## src/rtl/timer_pkg.sv

```systemverilog
// Shared types and constants for the MM.SS timekeeping core.
//   state_e : sequencing states (IDLE, RUN, PAUSE, DONE)
//   bcd_t   : one 4-bit BCD digit
//   SEC_TENS_MAX / DIGIT_MAX : largest legal seconds-tens and BCD digit
package timer_pkg;

  typedef enum logic [1:0] {
    IDLE  = 2'd0,
    RUN   = 2'd1,
    PAUSE = 2'd2,
    DONE  = 2'd3
  } state_e;

  typedef logic [3:0] bcd_t;

  localparam bcd_t SEC_TENS_MAX = 4'd5;
  localparam bcd_t DIGIT_MAX    = 4'd9;

endpackage

```

## src/rtl/timer_core_bcd_digit_cnt.sv

```systemverilog
// bcd_digit_cnt: one BCD digit that counts modulo MODULUS.
// Ports:
//   clk, rst_l     : clock, synchronous active-low reset
//   inc, dec       : step up / step down (inc wins if both)
//   clr            : force to 0 (highest priority after reset)
//   load, load_val : preset the digit
//   value          : current digit
//   carry_out      : this cycle's inc wraps MODULUS-1 -> 0
//   borrow_out     : this cycle's dec wraps 0 -> MODULUS-1
// Carry/borrow are combinational so a chain of digits steps in one cycle.
module bcd_digit_cnt
  import timer_pkg::*;
#(
  parameter int unsigned MODULUS = 10
) (
  input  logic clk,
  input  logic rst_l,
  input  logic inc,
  input  logic dec,
  input  logic clr,
  input  logic load,
  input  bcd_t load_val,
  output bcd_t value,
  output logic carry_out,
  output logic borrow_out
);

  localparam bcd_t TOP = bcd_t'(MODULUS - 1);

  always_comb begin
    carry_out  = inc & ~clr & ~load & (value == TOP);
    borrow_out = dec & ~inc & ~clr & ~load & (value == 4'd0);
  end

  always_ff @(posedge clk) begin
    if (!rst_l) begin
      value <= 4'd0;
    end else if (clr) begin
      value <= 4'd0;
    end else if (load) begin
      value <= load_val;
    end else if (inc) begin
      value <= (value == TOP) ? 4'd0 : value + 4'd1;
    end else if (dec) begin
      value <= (value == 4'd0) ? TOP : value - 4'd1;
    end
  end

endmodule

```

## src/rtl/timer_core.sv

```systemverilog
// timer_core: 4-digit BCD MM.SS stopwatch / countdown timer feeding a
// 7-segment driver.
// Ports:
//   i_clk, i_rst_l          : clock, synchronous active-low reset
//   i_sec_tick, i_blink_tick: 1 Hz tick and blink-rate tick (1-cycle pulses)
//   i_mode                  : 0 stopwatch, 1 timer; latched when leaving IDLE
//   i_start_stop, i_clear   : button pulses
//   i_inc_min, i_inc_sec    : set pulses, honoured in IDLE only
//   i_lap                   : lap freeze toggle (only with TIMER_LAP_EN)
//   o_digit0..3             : SS ones, SS tens, MM ones, MM tens
//   o_blink, o_running, o_done : registered status to the driver
// Optional build macro: TIMER_LAP_EN adds the lap-freeze display path.
// Handshake: every input is a single-cycle pulse or level, no back-pressure;
// the effect of a pulse is visible on the outputs one clock later.
module timer_core
  import timer_pkg::*;
#(
  parameter int unsigned MAX_MIN        = 99,
  parameter int unsigned DONE_BLINK_DIV = 1
) (
  input  logic       i_clk,
  input  logic       i_rst_l,
  input  logic       i_sec_tick,
  input  logic       i_blink_tick,
  input  logic       i_mode,
  input  logic       i_start_stop,
  input  logic       i_clear,
  input  logic       i_inc_min,
  input  logic       i_inc_sec,
`ifdef TIMER_LAP_EN
  input  logic       i_lap,
`endif
  output logic [3:0] o_digit0,
  output logic [3:0] o_digit1,
  output logic [3:0] o_digit2,
  output logic [3:0] o_digit3,
  output logic       o_blink,
  output logic       o_running,
  output logic       o_done
);

  localparam bcd_t MAX_M1  = bcd_t'(MAX_MIN / 10);
  localparam bcd_t MAX_M0  = bcd_t'(MAX_MIN % 10);
  localparam int   BLINK_W = $clog2(DONE_BLINK_DIV + 1);

  state_e state, next_state;
  logic   mode_q;
  logic [BLINK_W-1:0] blink_cnt;

  bcd_t s0, s1, m0, m1;
  logic c0, c1, c2, b0, b1, b2;
  logic unused_c3, unused_b3;

  logic clr_all, cnt_up, cnt_down, set_min, set_sec, latch_mode;
  logic at_zero, at_one, min_at_max, at_top, almost_top, min_wrap;

  always_comb begin
    at_zero    = (m1 == 4'd0) && (m0 == 4'd0) && (s1 == 4'd0) && (s0 == 4'd0);
    at_one     = (m1 == 4'd0) && (m0 == 4'd0) && (s1 == 4'd0) && (s0 == 4'd1);
    min_at_max = (m1 == MAX_M1) && (m0 == MAX_M0);
    at_top     = min_at_max && (s1 == SEC_TENS_MAX) && (s0 == DIGIT_MAX);
    almost_top = min_at_max && (s1 == SEC_TENS_MAX) && (s0 == DIGIT_MAX - 4'd1);
    min_wrap   = set_min && min_at_max;
  end

  // Next-state and per-cycle counter controls. i_clear outranks everything,
  // then i_start_stop, then i_sec_tick; set pulses only act in IDLE and only
  // when no start/stop pulse is present.
  always_comb begin
    next_state = state;
    clr_all    = 1'b0;
    cnt_up     = 1'b0;
    cnt_down   = 1'b0;
    set_min    = 1'b0;
    set_sec    = 1'b0;
    latch_mode = 1'b0;
    if (i_clear) begin
      next_state = IDLE;
      clr_all    = 1'b1;
    end else begin
      case (state)
        IDLE: begin
          if (i_start_stop) begin
            // A timer cannot start from 00.00.
            if (!(i_mode && at_zero)) begin
              next_state = RUN;
              latch_mode = 1'b1;
            end
          end else begin
            set_min = i_inc_min;
            set_sec = i_inc_sec;
          end
        end
        RUN: begin
          if (i_start_stop) begin
            next_state = PAUSE;
          end else if (i_sec_tick) begin
            if (!mode_q) begin
              if (at_top) begin
                next_state = DONE;
              end else begin
                cnt_up = 1'b1;
                if (almost_top) next_state = DONE;
              end
            end else begin
              if (at_zero) begin
                next_state = DONE;
              end else begin
                cnt_down = 1'b1;
                if (at_one) next_state = DONE;
              end
            end
          end
        end
        PAUSE: begin
          if (i_start_stop) next_state = RUN;
        end
        DONE: begin
          if (i_start_stop) begin
            next_state = IDLE;
            clr_all    = 1'b1;
          end
        end
        default: next_state = IDLE;
      endcase
    end
  end

  always_ff @(posedge i_clk) begin
    if (!i_rst_l) state <= IDLE;
    else          state <= next_state;
  end

  // Status flops are loaded from next_state so they line up with the digits.
  always_ff @(posedge i_clk) begin
    if (!i_rst_l) begin
      mode_q    <= 1'b0;
      blink_cnt <= '0;
      o_blink   <= 1'b0;
      o_running <= 1'b0;
      o_done    <= 1'b0;
    end else begin
      if (latch_mode) mode_q <= i_mode;
      o_running <= (next_state == RUN);
      o_done    <= (next_state == DONE);
      if ((state != DONE) || (next_state != DONE)) begin
        // Entering, leaving or outside DONE: blink restarts from 0.
        blink_cnt <= '0;
        o_blink   <= 1'b0;
      end else if (i_blink_tick) begin
        if (blink_cnt == BLINK_W'(DONE_BLINK_DIV - 1)) begin
          blink_cnt <= '0;
          o_blink   <= ~o_blink;
        end else begin
          blink_cnt <= blink_cnt + BLINK_W'(1);
        end
      end
    end
  end

  // Digit chain. Seconds-tens carry is only forwarded while running, so
  // setting seconds wraps 59 -> 00 without touching the minutes.
  bcd_digit_cnt #(.MODULUS(10)) u_sec_ones (
    .clk(i_clk), .rst_l(i_rst_l),
    .inc(cnt_up | set_sec), .dec(cnt_down), .clr(clr_all),
    .load(1'b0), .load_val(4'd0),
    .value(s0), .carry_out(c0), .borrow_out(b0)
  );

  bcd_digit_cnt #(.MODULUS(6)) u_sec_tens (
    .clk(i_clk), .rst_l(i_rst_l),
    .inc(c0), .dec(b0), .clr(clr_all),
    .load(1'b0), .load_val(4'd0),
    .value(s1), .carry_out(c1), .borrow_out(b1)
  );

  bcd_digit_cnt #(.MODULUS(10)) u_min_ones (
    .clk(i_clk), .rst_l(i_rst_l),
    .inc((cnt_up & c1) | (set_min & ~min_at_max)), .dec(b1),
    .clr(clr_all | min_wrap),
    .load(1'b0), .load_val(4'd0),
    .value(m0), .carry_out(c2), .borrow_out(b2)
  );

  bcd_digit_cnt #(.MODULUS(10)) u_min_tens (
    .clk(i_clk), .rst_l(i_rst_l),
    .inc(c2), .dec(b2), .clr(clr_all | min_wrap),
    .load(1'b0), .load_val(4'd0),
    .value(m1), .carry_out(unused_c3), .borrow_out(unused_b3)
  );

`ifdef TIMER_LAP_EN
  logic        lap_q;
  logic [15:0] snap_q;

  // Lap toggles only in RUN; the count keeps running underneath the snapshot.
  always_ff @(posedge i_clk) begin
    if (!i_rst_l) begin
      lap_q  <= 1'b0;
      snap_q <= 16'h0000;
    end else if (clr_all || (next_state == DONE)) begin
      lap_q <= 1'b0;
    end else if ((state == RUN) && i_lap) begin
      lap_q <= ~lap_q;
      if (!lap_q) snap_q <= {m1, m0, s1, s0};
    end
  end

  always_comb begin
    {o_digit3, o_digit2, o_digit1, o_digit0} = lap_q ? snap_q : {m1, m0, s1, s0};
  end
`else
  always_comb begin
    {o_digit3, o_digit2, o_digit1, o_digit0} = {m1, m0, s1, s0};
  end
`endif

endmodule

```

## config.mk

```make
export PLATFORM = sky130hd
export DESIGN_NAME = timer_core
export DESIGN_NICKNAME = d
export VERILOG_FILES = /design/src/rtl/timer_pkg.sv /design/src/rtl/timer_core_bcd_digit_cnt.sv /design/src/rtl/timer_core.sv
export SDC_FILE = /design/constraint.sdc
export NUM_CORES = 1
export LEC_CHECK = 0
export ABC_AREA = 1
export CORE_UTILIZATION = 35
export DETAILED_ROUTE_END_ITERATION = 8
export HOLD_SLACK_MARGIN = 0.1
export PLACE_DENSITY = 0.6
export SETUP_SLACK_MARGIN = 0.2
export SLEW_MARGIN = 20
export SYNTH_ARGS = -nofsm -noshare
export SYNTH_HDL_FRONTEND = slang
export SYNTH_SLANG_ARGS = --single-unit
```

## constraint.sdc

```tcl
create_clock -name i_clk -period 2.3 [get_ports i_clk]
set_clock_uncertainty 0.1 [all_clocks]
set_input_delay 0.23 -clock i_clk [delete_from_list [all_inputs] [get_ports i_clk]]
set_output_delay 0.23 -clock i_clk [all_outputs]
set_load 0.005 [all_outputs]
```

# After elaboration in Yosys (flattened, before gate mapping)
# Index checks and enable logic that the tools add are counted.
# totals
register_bits	23
elab_cells	140
input_bits	9
out_inout_bits	19
# classes
n_bitwise	29
reduce_logical	24
n_addsub	9
n_eq_ne	13
muxes	55
# ops
cell	count
2-to-1 mux 4 bit	16
2-to-1 mux 1 bit	26
2-to-1 mux 2 bit	12
bitwise AND 1 bit	17
adder 4 x 1 -> 4 bit, second input constant	4
== test 4 bit, second input constant	4
logical NOT 4 bit	4
subtractor 4 x 1 -> 4 bit, second input constant	4
logical AND 1 bit	10
inverter 1 bit	9
one-hot mux 2 bit (4 select lines)	1
nonzero test 2 bit	4
== test 2 bit, second input constant	3
OR reduction 2 bit	3
== test 2 x 1 -> 1 bit, second input constant	2
== test 4 x 1 -> 1 bit, second input constant	1
== test 4 x 3 -> 1 bit, second input constant	1
!= test 2 bit, second input constant	2
OR 1 bit	3
logical NOT 2 bit	1
AND reduction 2 bit	1
adder 1 bit, second input constant	1
logical OR 1 bit	1

# Depth between registers and ports, before layout
# depth
ltp_word	23
mapped_depth	13
depth_no_buf	13

# Cells and area by module
# From an unflattened synthesis, not the netlist that was laid out.
# unflattened
hier_cells	360
area_unflattened_um2	1994.4
# by_module_without_submodules
module	instances	area_per_inst_um2	cells_per_inst	seq_area_each_um2
bcd_digit_cnt at u_min_ones ...	3	367.9	69	80.1
timer_core	1	531.8	88	120.1
bcd_digit_cnt at u_sec_tens	1	359.1	65	80.1

# Worst setup path before layout
# OpenSTA, ideal clock, no wires.
# synth_path
kind	flip-flop to flip-flop
from	register u_min_ones.value[0]
to	register u_sec_ones.value[0]
path_stages_with_launch	11
arrival_time_ns	1.444
t_required_ns	2.075
n_path_buf	0
setup_ns	0.125
period_less_slack_ns	1.670
slack_ns	0.630
path_cell_list	dfxtp_1 -> nor2_4 -> nand2_1 -> nor2_1 -> nand3_1 -> nand2_2 -> inv_1 -> nor2_1 -> inv_1 -> o21ai_0 -> a21oi_1
# synth_between
elab_chain_cells	12
elab_cells_between_ends	23
cone_classes	eq/ne (1); mux (13); bitwise (1); reduce/logical (8)
# synth_lines
item	line	rtl
start, declared	timer_core_bcd_digit_cnt.sv:23	output bcd_t value,
start signal, assigned	timer_core_bcd_digit_cnt.sv:41	value <= load_val;
start signal, assigned	timer_core_bcd_digit_cnt.sv:43	value <= (value == TOP) ? 4'd0 : value + 4'd1;
start signal, assigned	timer_core_bcd_digit_cnt.sv:45	value <= (value == 4'd0) ? TOP : value - 4'd1;
== test 4 bit	timer_core.sv:60	min_at_max = (m1 == MAX_M1) && (m0 == MAX_M0);
logical AND 1 bit	timer_core.sv:60	
logical AND 1 bit (2 in series)	timer_core.sv:61	at_top = min_at_max && (s1 == SEC_TENS_MAX) && (s0 == DIGIT_MAX);
2-to-1 mux 1 bit	timer_core.sv:99	if (at_top) begin
2-to-1 mux 1 bit	timer_core.sv:98	if (!mode_q) begin
2-to-1 mux 1 bit	timer_core.sv:97	end else if (i_sec_tick) begin
2-to-1 mux 1 bit	timer_core.sv:95	if (i_start_stop) begin
2-to-1 mux 1 bit	timer_core.sv:81	case (state)
2-to-1 mux 1 bit	timer_core.sv:77	if (i_clear) begin
OR 1 bit	timer_core.sv:165	.inc(cnt_up | set_sec), .dec(cnt_down), .clr(clr_all),
2-to-1 mux 4 bit / nonzero test 2 bit (equally long branches)	--	
end signal, assigned	timer_core_bcd_digit_cnt.sv:41	
end signal, assigned	timer_core_bcd_digit_cnt.sv:43	
end signal, assigned	timer_core_bcd_digit_cnt.sv:45	
end, declared	timer_core_bcd_digit_cnt.sv:23	
# Several ways; a longest one is shown, not always the timed one.
# A chain may end at the register's enable or synchronous reset.

# Final worst setup path
# layout_path
from	register u_min_tens.value[0]
to	register u_min_tens.value[1]
# layout_between
elab_chain_cells	22
elab_cells_between_ends	54
cone_classes	add/sub (2); eq/ne (1); mux (16); bitwise (25); reduce/logical (10)
# layout_lines
item	line	rtl
start, declared	timer_core_bcd_digit_cnt.sv:23	
start signal, assigned	timer_core_bcd_digit_cnt.sv:41	
start signal, assigned	timer_core_bcd_digit_cnt.sv:43	
start signal, assigned	timer_core_bcd_digit_cnt.sv:45	
== test 4 bit	timer_core_bcd_digit_cnt.sv:43, timer_core.sv:60	
logical AND 1 bit	timer_core.sv:60	
logical AND 1 bit (2 in series)	timer_core.sv:61	
2-to-1 mux 1 bit	timer_core.sv:99	
2-to-1 mux 1 bit	timer_core.sv:98	
2-to-1 mux 1 bit	timer_core.sv:97	
2-to-1 mux 1 bit	timer_core.sv:95	
2-to-1 mux 1 bit	timer_core.sv:81	
2-to-1 mux 1 bit	timer_core.sv:77	
OR 1 bit	timer_core.sv:165	
inverter 1 bit / bitwise AND 1 bit (equally long branches)	timer_core_bcd_digit_cnt.sv:32, timer_core_bcd_digit_cnt.sv:31	
bitwise AND 1 bit, on equally long branches (3 in series)	timer_core_bcd_digit_cnt.sv:32, timer_core_bcd_digit_cnt.sv:31	
bitwise AND 1 bit, on equally long branches	timer_core_bcd_digit_cnt.sv:32, timer_core.sv:179	
bitwise AND 1 bit / OR 1 bit (equally long branches)	timer_core_bcd_digit_cnt.sv:32, timer_core.sv:179	
bitwise AND 1 bit / inverter 1 bit (equally long branches)	timer_core_bcd_digit_cnt.sv:32	borrow_out = dec & ~inc & ~clr & ~load & (value == 4'd0);
bitwise AND 1 bit (3 in series)	timer_core_bcd_digit_cnt.sv:32	
nonzero test 2 bit (no source line)	--	
# Several ways; a longest one is shown, not always the timed one. The select of a mux whose other input is x is not followed.

==> results.md <==
- Leakage: 0.848 nW
- Sequential cell area fraction in the yosys report: 27.3%
- CTS tree: done
- Min-Delay Path Class: flop to flop
- Syn_nets: 263
- Startpoint types: flop
- CTS Buffer Depth: 2
- Endpoints failing hold: 0
- Post-synth top area share: 27.3%
- Worst Setup EP: u_min_tens.value[1]
- Result of the run: complete, no violations
- Clk root buf: clkbuf_8
- R2r setup slk: 390 ps
- DR iter-0 viols: 68
- Count leader, synth: nand2_1
- Adder-Cell Fraction of Synth Area: 0%
- Clk_lat worst skew: 270 ps
- Final setup fails: 0
- FP Rows: 24
- Fmax: 523 MHz
- Main area contributors after synthesis: dfxtp_1 (27%), nand2_1 (12%), nor2_1 (10%)
- Hold slack: 424 ps
- RSZ-0062 raised after global routing: yes
- Routed wire length per instance: 10.8 um
- Clock Power Share: 44.4%
- Final nets: 294
- Die Y: 69.9 um
- GRT Overall Usage: 16.0%
- Compound-Gate Fraction of Synth Area: 13.6%
- Antenna viol nets, final: 0
- DRC violations left: 0
- Core Area: 4380 um2
- CTS sink cnt: 22
- Final wirelength: 3.63 mm
- Main combinational cell family by area after synthesis: simple AND/OR/NAND/NOR gates
- Fin crit period: 1910 ps
- Total grt overflow: 0
- CTS Hold Bufs: 0
- Dpl hpwl: 2.89 mm
- Setup bufs post-CTS: 0
- H-Tree Level Count: 1
- Reg clk slew, reported paths: 90 ps
- Max-slew headroom: 75.4%
- Starting Density: 36.8%
- R2r endpoint: u_min_tens.value[1]
- CP Data Arrival Time: 1990 ps
- First-pass DRT Iterations: 4
- Synthesized area: 1610 um2
- Vias per std cell: 5.00
- Synth cell types: 30
- Worst Max-Slew Pin Slew: 360 ps
- Slew Viols, Final: 0
- Fillers: 457
- Worst vdd ir: 0.216 mV
- Internal power: 0.000651 W
- First-pass GRT wire length: 6.55 mm
- Required @ worst endpoint: 2380 ps
- Primary FF master, synth: dfxtp_1
- Max Cap Violations: 0
- Pwr Density: 417 nW/um2
- Logic pwr share: 9.0%
- Synth top cells by count: nand2_1 (50), nor2_1 (43), inv_1 (30)
- Mapped Cells: 254
- Gp weighted congestion: 0.819
- Total CTS buffers: 3
- Post-CTS Resized: 0
- Setup crit start: u_min_tens.value[0]
- Reg power frac: 46.5%
- Vias in the first global route: 1531
- Max FO, Critical Path: 8
- Syn Area/Cell: 6.35 um2
- Post-synth EDFFs: 0
- Post-synthesis sequential element count: 22
- Yosys Warn Count: 0
- Worst r2r path cells: 13
- Synthesized-area fraction occupied by and/or/nand/nor cells: 48.2%
- Cell taking the most area after synthesis: dfxtp_1
- WS Path Type: flop to flop
- Largest net degree at the start of global routing: 14
- Sum Neg Setup Slack: 0 ps
- Crit share post-route: 83.2%
- Port Buffer Count: 27
- Syn-to-layout area delta: 25.2%
- Layout cells sized above 1: 14.4%
- R2R Path Start: u_min_tens.value[0]
- Switching pwr: 0.000191 W
- XOR/XNOR Fraction of Synth Area: 1.63%
- Switching Fraction: 22.7%
- Ys async rst share: 0%
- Via count: 1679
- Initial antenna violation count: 0
- Crit. End Element: flop
- Die X-Extent: 69.9 um
- IO Count: 28
- Post-synthesis mux area share: 0%
- Full die area: 4880 um2
- ANT cells: 0
-- layout make-up --
class	instances	area (um2)	share of cell area, %
Clock buffer	3	41.3	2.04
Clock inverter	1	30.0	1.49
Inverter	37	139	6.88
Multi-Input combinational cell	194	1030	51.1
Sequential cell	22	442	21.9
Tap cell	52	65.1	3.22
Timing Repair Buffer	27	270	13.4
-- cells in the final DEF, fill, tap and decap left out, types with 2 or more instances in the layout --
master	n
inv_1	30
nand2_1	50
a21oi_1	11
nor3_1	4
clkdlybuf4s50_1	27
nand3_1	21
a31oi_1	3
nor2_1	42
xor2_1	3
inv_2	7
nor2_2	6
nor2_4	6
o21ai_0	17
nand2_4	2
clkbuf_8	3
nand2_2	8
dfxtp_1	21
nand4_1	8
-- flip-flops by register name, indices dropped and copies added, names as in the netlist --
register,count
u_min_ones.value,4
u_min_tens.value,4
u_sec_ones.value,4
u_sec_tens.value,4
state,2
mode_q,1
o_blink,1
o_done,1
o_running,1
-- how the worst min path moves through the flow --
stage                   startpoint  depth (start not counted)             endpoint
3_5_place_dp                mode_q                          2               mode_q
5_1_grt        u_sec_ones.value[2]                          2  u_sec_ones.value[2]
2_1_floorplan              i_rst_l                          2               mode_q
4_1_cts                     mode_q                          2               mode_q
3_3_place_gp   u_sec_ones.value[0]                          1  u_sec_ones.value[0]
6_report                    mode_q                          2               mode_q
-- layer usage --
layer | vias to the layer above | part of all wire [%] | track usage [%]
met3 | 6 | 3.7 | 2.31
met1 | 744 | 49 | 21.1
met5 | - | 0 | 0
met4 | 0 | 1.9 | 6.67
li1 | 889 | - | -
met2 | 40 | 45 | 26.2
-- power by group through the flow --
stage | registers (W) | logic [W] | clock network [W]
2_1_floorplan | 0.000399 | 0.0000447 | 0
3_3_place_gp | 0.000400 | 0.0000755 | 0
3_5_place_dp | 0.000400 | 0.0000757 | 0
4_1_cts | 0.000392 | 0.0000761 | 0.000384
5_1_grt | 0.000393 | 0.0000875 | 0.000396
6_report | 0.000391 | 0.0000761 | 0.000374
-- critical path, stage by stage (launching register included) --
cell,delay [ps]
dfxtp_1,480
inv_2,60
nor2_1,120
nand2_2,90
nor2_4,160
nand3_2,80
nand2_2,100
nand2_4,110
nand2_4,130
nand4_4,120
nand2_2,100
inv_2,40
nor2_1,80
nor2_1,50
-- through the flow --
stage	util, %	instance area (um2)	power [W]	std cells	setup WS (ps)
2_1_floorplan	-	1610	0.000444	254	630
3_3_place_gp	44.2	1940	0.000476	332	216
3_5_place_dp	44.2	1940	0.000476	332	184
4_1_cts	45.8	2010	0.000852	336	389
5_1_grt	46.1	2020	0.000876	336	172
6_report	46.1	2020	0.000842	336	387
-- logic make-up after synthesis --
| kind of cell | Yosys count |
|---|---|
| compound gates | 38 |
| xor+xnor | 3 |
| buf+inv | 38 |
| flops | 22 |
| simple gates | 153 |
(Power assumes the default switching activity.)
